`src/rtl/pipeline_pkg.sv`:
```
// pipeline_pkg: shared FSM state encodings and pipeline constants for the hazard controller.
package pipeline_pkg;
    typedef enum logic [1:0] {
        RUN      = 2'b00,
        MEM_WAIT = 2'b01,
        FLUSH    = 2'b10,
        ILLEGAL  = 2'b11
    } state_t;
    localparam logic [4:0] REG_ZERO = 5'd0;
    localparam int CTRL_W = 9;
endpackage

```
`src/rtl/hazard_perf_counter.sv`:
```
// hazard_perf_counter: saturating event counter with enable, cleared only by reset.
module hazard_perf_counter #(
    parameter int W = 16
) (
    input  logic         clk,
    input  logic         rst_n,
    input  logic         i_en,
    output logic [W-1:0] o_count
);
    logic [W-1:0] r_count;
    always_ff @(posedge clk or negedge rst_n) begin
        if (!rst_n) r_count <= '0;
        else if (i_en && r_count != '1) r_count <= r_count + 1'b1;
    end
    assign o_count = r_count;
endmodule

```
`src/rtl/pipeline_hazard_ctrl.sv`:
```
// pipeline_hazard_ctrl: load-use stall, branch flush and memory-wait freeze control for the 5-stage pipeline.
// Performance counters are built only when HAZ_PERF_CNT_EN is defined.
module pipeline_hazard_ctrl
    import pipeline_pkg::*;
#(
    parameter int FLUSH_CYCLES = 1,
    parameter int CNT_W        = 16
) (
    input  logic             clk,
    input  logic             reset,
    input  logic [4:0]       id_rs,
    input  logic [4:0]       id_rt,
    input  logic             id_uses_rt,
    input  logic             ex_mem_read,
    input  logic [4:0]       ex_rt,
    input  logic             ex_branch_taken,
    input  logic             mem_req,
    input  logic             mem_ready,
    output logic             pc_write,
    output logic             if_id_write,
    output logic             if_id_flush,
    output logic             id_ex_bubble,
    output logic             pipe_hold,
    output logic [1:0]       state,
    output logic [CNT_W-1:0] stall_count,
    output logic [CNT_W-1:0] flush_count
);
    localparam logic [1:0] FLUSH_INIT = 2'(FLUSH_CYCLES - 1);

    state_t     r_state, w_next;
    logic [1:0] r_fcnt, w_fcnt_next;
    logic       w_luh, w_mem_wait;

    assign w_luh = ex_mem_read && ex_rt != REG_ZERO &&
                   (ex_rt == id_rs || (id_uses_rt && ex_rt == id_rt));
    assign w_mem_wait = mem_req && !mem_ready;

    always_ff @(posedge clk or negedge reset) begin
        if (!reset) begin
            r_state <= RUN;
            r_fcnt  <= '0;
        end else begin
            r_state <= w_next;
            r_fcnt  <= w_fcnt_next;
        end
    end

    always_comb begin
        w_next       = r_state;
        w_fcnt_next  = r_fcnt;
        pc_write     = 1'b1;
        if_id_write  = 1'b1;
        if_id_flush  = 1'b0;
        id_ex_bubble = 1'b0;
        pipe_hold    = 1'b0;
        case (r_state)
            RUN: begin
                if (w_mem_wait) begin
                    pc_write    = 1'b0;
                    if_id_write = 1'b0;
                    pipe_hold   = 1'b1;
                    w_next      = MEM_WAIT;
                end else if (ex_branch_taken) begin
                    if_id_write  = 1'b0;
                    if_id_flush  = 1'b1;
                    id_ex_bubble = 1'b1;
                    if (FLUSH_CYCLES > 1) begin
                        w_next      = FLUSH;
                        w_fcnt_next = FLUSH_INIT;
                    end
                end else if (w_luh) begin
                    pc_write     = 1'b0;
                    if_id_write  = 1'b0;
                    id_ex_bubble = 1'b1;
                end
            end
            MEM_WAIT: begin
                pc_write    = 1'b0;
                if_id_write = 1'b0;
                pipe_hold   = 1'b1;
                w_next      = mem_ready ? RUN : MEM_WAIT;
            end
            FLUSH: begin
                if (w_mem_wait) begin
                    pc_write    = 1'b0;
                    if_id_write = 1'b0;
                    pipe_hold   = 1'b1;
                    w_next      = MEM_WAIT;
                    w_fcnt_next = '0;
                end else begin
                    if_id_write  = 1'b0;
                    if_id_flush  = 1'b1;
                    id_ex_bubble = 1'b1;
                    w_fcnt_next  = 2'(r_fcnt - 2'd1);
                    w_next       = (r_fcnt <= 2'd1) ? RUN : FLUSH;
                end
            end
            default: begin
                pc_write     = 1'b0;
                if_id_write  = 1'b0;
                id_ex_bubble = 1'b1;
                w_next       = RUN;
            end
        endcase
        // Reset overrides everything so the pipeline sees NOP controls while held.
        if (!reset) begin
            pc_write     = 1'b0;
            if_id_write  = 1'b0;
            if_id_flush  = 1'b0;
            id_ex_bubble = 1'b1;
            pipe_hold    = 1'b0;
        end
    end

    assign state = r_state;

`ifdef HAZ_PERF_CNT_EN
    logic w_stall_en;
    assign w_stall_en = reset && r_state == RUN && !w_mem_wait && !ex_branch_taken && w_luh;

    hazard_perf_counter #(.W(CNT_W)) u_stall_cnt (
        .clk     (clk),
        .rst_n   (reset),
        .i_en    (w_stall_en),
        .o_count (stall_count)
    );

    hazard_perf_counter #(.W(CNT_W)) u_flush_cnt (
        .clk     (clk),
        .rst_n   (reset),
        .i_en    (if_id_flush),
        .o_count (flush_count)
    );
`else
    assign stall_count = '0;
    assign flush_count = '0;
`endif
endmodule

```
`config.mk`:
```
export PLATFORM = sky130hd
export DESIGN_NAME = pipeline_hazard_ctrl
export DESIGN_NICKNAME = d
export VERILOG_FILES = /design/src/rtl/pipeline_pkg.sv /design/src/rtl/hazard_perf_counter.sv /design/src/rtl/pipeline_hazard_ctrl.sv
export SDC_FILE = /design/constraint.sdc
export NUM_CORES = 1
export LEC_CHECK = 0
export ABC_AREA = 1
export CAP_MARGIN = 20
export CORE_ASPECT_RATIO = 1.2
export CORE_MARGIN = 5
export CORE_UTILIZATION = 31
export CTS_CLUSTER_DIAMETER = 200
export DETAILED_ROUTE_END_ITERATION = 7
export GPL_ROUTABILITY_DRIVEN = 0
export HOLD_SLACK_MARGIN = 0.03
export PLACE_DENSITY = 0.84
export SYNTH_ARGS = -nofsm -noshare
export SYNTH_HDL_FRONTEND = slang
export SYNTH_SLANG_ARGS = --single-unit
```
`constraint.sdc`:
```
create_clock -name clk -period 1.45 [get_ports clk]
set_input_delay 0.2175 -clock clk [delete_from_list [all_inputs] [get_ports clk]]
set_output_delay 0.2175 -clock clk [all_outputs]
set_load 0.02 [all_outputs]
```
==> metrics, run 1 <==
status=finished with violations; failing checks=negative setup slack; count leader, synth=nand2_1; Final Max Slew Viols=0; Buf/Inv on CP=3; LEAKAGE=0.609 nW; H-Tree Depth=1; final worst slack=-0.0786 ns; critical-path cell list=buf_6 -> a21oi_4 -> buf_4 -> nor3_4 -> a21oi_2 -> buf_6; CP endpoint kind=output pin; Clock Sink Count=4; Pre-antenna DRT Iters=3; Starting Density=0.330; critical path's top delay family=buffers and inverters; layout cells sized above 1=0.203; worst path required time=around 1.2 ns; CP max FO=3; minimum clock period=1.53 ns; min-delay worst type=in2async; first-pass GRT wire length=2560 um; starting DRC count in detailed routing=11; sequential group share of total power=0.222; Most common cell on crit path=buf_6; sequential area share after synthesis=0.143; number of global-route vias before repair=approximately 650; Die Wd=~53 um; full die area=roughly 0.0033 mm^2; met1 wire length=between 600 and 700 um; WS Path Type=reg2out; most frequent cells after synthesis=nand2_1 (33), buf_4 (32), inv_1 (21), nor2_1 (9), o21ai_0 (5); Routed WL per cell=9.16 um; highest routed layer=met4; Post-synth EDFFs=0; cts bufs inserted=3; endpoints failing setup=3; Total GRT Usage=0.108; flop-to-flop setup slack=0.29 ns; Root Buffer Master=clkbuf_4; maximum clock rate=654 MHz; Area growth, synth to finish=42.3%; grt total ovfl=0; RSZ-0062 raised after global routing=true; synth unique cells=16; Primary FF master, synth=dfrtp_1; Reg-to-Reg Start=state[0]; Hold Vio Cnt, Final=0; Arr. time, crit path=roughly 1.3 ns; port bufs=28; startpoint types=register; P_sw=0.217 mW; core box area=about 0.0021 mm^2; worst slack, placed=-0.740 ns; Filler cells=255; met3 routed WL=between 100 and 150 um; synth warn=0; final period utilization=1.05; dpl cell area=956 um^2; CP max stage cell=dfrtp_1; FP Rows=18; Seq cells post-synth=4; I/O pin total=61; crit path from=state[0]; Yosys top cell by area=buf_4; Setup TNS=-0.181 ns; Int Power=0.303 mW; routed wl met2=about 860 um; Clk pwr share=0.268; Final ANT Viol Nets=0; Peak VDD IR=180 uV; chip height=~62 um; post-synth top area share=0.344; Total Wirelength=1720 um; antenna violations before repair=0; hpwl dp=around 1500 um; largest net degree at the start of global routing=5; CTS tree=done; fin nets=between 150 and 200; synthesized area=approximately 700 um^2; maximum buffer depth of the clock tree=2; skew final=0.00776 ns; Net Sw Frac=0.417; Ant. Diodes=0; Post-synth ARST share=1.00; Gate power share=0.510; syn_area_per_cell=a little under 6 um^2; Max-Cap Viols=0; main area contributors after synthesis=buf_4 (34%), nand2_1 (18%), dfrtp_1 (14%); worst skew pair latency=0.24 ns; Vias/cell=3.65; via count=687; CP peak stage delay=0.38 ns; Reg clk slew, reported paths=0.04 ns; Syn Inst Count=120; power per cell area=524 mW/mm^2; final instance area=993 um^2; DRC Markers=0
==> flip-flops by register name (all words and copies together) (netlist names) <==
signal	cells
r_fcnt	2
state	2
==> layer usage <==
metal,global-route usage,vias up
li1,-,369
met1,0.128,277
met2,0.173,39
met3,0.0191,2
met4,0.0766,0
met5,0,-
==> power groups by stage <==
stage / registers [mW] / logic [mW] / clock network (mW)
finish: 0.115 / 0.265 / 0.139
global route: 0.116 / 0.291 / 0.156
CTS: 0.115 / 0.258 / 0.148
detailed placement: 0.117 / 0.262 / 0
global placement: 0.116 / 0.260 / 0
floorplan: 0.120 / 0.211 / 0
==> cells in the final DEF, fill, tap and decap left out, types with 2 or more instances in the layout <==
cell,count
nor2_2,2
nor3_1,2
buf_4,8
conb_1,32
inv_1,17
nand3_1,3
inv_2,5
clkdlybuf4s15_1,4
dfrtp_1,4
dlygate4sd2_1,15
clkbuf_4,3
buf_6,5
o21ai_0,4
nand2_2,4
nor2_1,7
clkdlybuf4s50_1,3
a21oi_2,2
nand2_1,31
==> metrics by stage <==
step                      hold slack, ns  utilization  std cells  total power, mW
final                              0.340        0.469        188            0.520
after global routing               0.335        0.469        188            0.563
after CTS                          0.335        0.465        188            0.522
after detailed placement           0.494        0.452        184            0.379
after global placement             0.496        0.452        184            0.376
after floorplan                  -0.0781            -        151            0.332
==> layout make-up <==
class	instances	area [um^2]	area share
timing repair buffer	36	323	0.325
tap	30	37.5	0.0378
sequential	4	100	0.101
inverter	22	82.6	0.0831
multi-input combinational	93	428	0.431
clock buffer	3	22.5	0.0227
==> cells by family after synthesis <==
group | count (synthesis) | share of synthesized area
adder cells (fa/ha/maj) | 1 | 0.0179
other | 1 | 0.00537
XOR/XNOR | 1 | 0.0125
AO/OA/AOI/OAI | 8 | 0.0627
flip-flops | 4 | 0.143
buffers and inverters | 54 | 0.462
AND/OR/NAND/NOR | 51 | 0.296
==> final timing paths <==
check                               end  cells after the start
setup / recovery           id_ex_bubble                      6
hold / removal                 state[0]                      2
setup reg to reg              r_fcnt[0]                      5
hold reg to reg               r_fcnt[1]                      2
max in group asynchronous     r_fcnt[1]                      2
min in group clk               state[0]                      4
==> what timing repair did <==
item,4_1_cts,5_1_grt
pin swaps,12,3
resized for setup,56,11
endpoints found under the setup margin,7,6
hold buffers,0,0
setup buffers,1,0
cloned,0,0
No activity file was read; power rests on OpenSTA's default activity.
==> run 2: changes to the inputs <==
--- a/config.mk
+++ b/config.mk
@@ -9,12 +9,11 @@
 export CAP_MARGIN = 20
 export CORE_ASPECT_RATIO = 1.2
 export CORE_MARGIN = 5
-export CORE_UTILIZATION = 31
+export CORE_UTILIZATION = 30
 export CTS_CLUSTER_DIAMETER = 200
 export DETAILED_ROUTE_END_ITERATION = 7
 export GPL_ROUTABILITY_DRIVEN = 0
-export HOLD_SLACK_MARGIN = 0.03
-export PLACE_DENSITY = 0.84
+export PLACE_DENSITY = 0.82
 export SYNTH_ARGS = -nofsm -noshare
 export SYNTH_HDL_FRONTEND = slang
 export SYNTH_SLANG_ARGS = --single-unit
==> constraint.sdc (replaced) <==
create_clock -name clk -period 1.47 [get_ports clk]
set_input_delay 0.2205 -clock clk [delete_from_list [all_inputs] [get_ports clk]]
set_output_delay 0.2205 -clock clk [all_outputs]
set_load 0.02 [all_outputs]
==> metrics, run 2 (synthesized netlist as in run 1, its figures left out) <==
WS Path Type=in2out; Gate power share=0.506 (-0.004); Total GRT Usage=0.0847 (-0.0229); Setup TNS=-0.00675 ns (+0.174 ns); Final Max Slew Viols=0 (unchanged); Placed Cells=184 (unchanged); Clk pwr share=0.255 (-0.013); Vias/cell=3.64 (-0.34%); cts bufs inserted=3 (unchanged); Arr. time, crit path=1.26 ns (-0.05 ns); CTS tree=done; Root Buffer Master=clkbuf_4; first-pass GRT wire length=2340 um (-8.6%); maximum buffer depth of the clock tree=2 (unchanged); starting DRC count in detailed routing=12 (+1); status=finished with violations; minimum clock period=around 1.5 ns; hold_ws=0.335 ns (-0.00554 ns); RSZ-0062 raised after global routing=true; Die Wd=54.0 um (+1.4%); endpoints failing setup=1 (-2); hold_buf cts=0 (unchanged); FP Rows=19 (+1); Final ANT Viol Nets=0 (unchanged); I/O pin total=61 (unchanged); full die area=0.00340 mm^2 (+2.8%); min-delay worst type=in2async; CP endpoint kind=output pin; Layout Cells excl Fill=187 (-0.53%); fin nets=181 (-1.1%); worst slack, placed=-0.730 ns (+0.00985 ns); maximum clock rate=677 MHz; Routed WL per cell=8.49 um (-7.3%); commonest cells after routing, fill and taps aside=nand2_1 (33), conb_1 (32), inv_1 (18); sequential group share of total power=0.239 (+0.017); highest routed layer=met3; Power, Total=0.481 mW (-7.6%); P_sw=0.192 mW (-11%); routed wl met2=830 um (-3.9%); port bufs=28 (unchanged); worst skew pair latency=0.22 ns (-0.02 ns); dpl cell area=950 um^2 (-0.65%); Int Power=0.289 mW (-4.9%); Pre-antenna DRT Iters=4 (+1); via count=681 (-0.87%); Peak VDD IR=202 uV (+13%); Area growth, synth to finish=36.7%; Max-Cap Viols=0 (unchanged); Total Wirelength=1590 um (-7.8%); Starting Density=0.309 (-0.0206); CP max FO=3 (unchanged); grt total ovfl=0 (unchanged); Clock Sink Count=4 (unchanged); core box area=0.00226 mm^2 (+6.7%); Hold Vio Cnt, Final=0 (unchanged); hpwl dp=1400 um (-4.6%); most common cell after layout, fill and taps aside=nand2_1; H-Tree Depth=1 (unchanged); power per cell area=504 mW/mm^2 (-3.8%); chip height=62.8 um (+1.4%); LEAKAGE=0.599 nW (-1.7%); Reg clk slew, reported paths=0.03 ns (about the same); number of global-route vias before repair=651 (+0.46%); DRC Markers=0 (unchanged); startpoint types=input port; met3 routed WL=194 um (+41%); failing checks=negative setup slack; antenna violations before repair=0 (unchanged); met1 wire length=562 um (-20%); skew final=0.000933 ns (-0.00683 ns); final worst slack=-0.00675 ns (+0.0719 ns); final instance area=955 um^2 (-3.9%); layout cells sized above 1=0.179 (-0.0230); Net Sw Frac=0.400 (-0.0169); largest net degree at the start of global routing=5 (unchanged); Ant. Diodes=0 (unchanged); final period utilization=1.00; final core occ=0.423 (-0.0466); worst path required time=1.25 ns (+0.02 ns)
-- run 2: power by group through the flow --
stage / Clock (mW) / Combinational [mW] / Sequential (mW)
floorplan: 0 / 0.209 / 0.118
global placement: 0 / 0.252 / 0.116
detailed placement: 0 / 0.254 / 0.116
CTS: 0.127 / 0.237 / 0.115
global route: 0.147 / 0.268 / 0.115
finish: 0.123 / 0.243 / 0.115
-- run 2: area by class of cell --
class / instances / area (um^2)
flip-flops and latches: 4 / 100
well taps: 31 / 38.8
clock buffers: 3 / 22.5
repair buffers: 34 / 298
multi-input cells: 93 / 413
inverters: 22 / 82.6
fillers: 256 / 1300
-- run 2: metal layers --
metal / vias to the layer above / GRT usage
li1: 365 / -
met1: 281 / 0.101
met2: 35 / 0.152
met3: 0 / 0.0215
met4: 0 / 0.00935
met5: - / 0
-- run 2: worst paths after layout --
check,startpoint,to,slack [ns],depth (start not counted)
min in group clk,mem_ready,state[0],0.41,4
worst min register to register,r_fcnt[0],r_fcnt[0],0.50,1
max in group asynchronous,reset,r_fcnt[0],1.04,2
worst max register to register,state[0],state[1],0.49,4
worst max-delay path,reset,id_ex_bubble,-0.007,5
worst min-delay path,reset,state[0],0.33,2
-- run 2: timing repair --
action,4_1_cts,5_1_grt
pin swaps,14,8
setup buffers,0,0
setup endpoints to repair,7,5
gates resized for setup,51,10
-- run 2: worst max-delay path, stage by stage --
cell and delay [ns]:
clkdlybuf4s50_1 0.51, inv_1 0.09, nor3_1 0.20, a21oi_2 0.08, buf_4 0.16
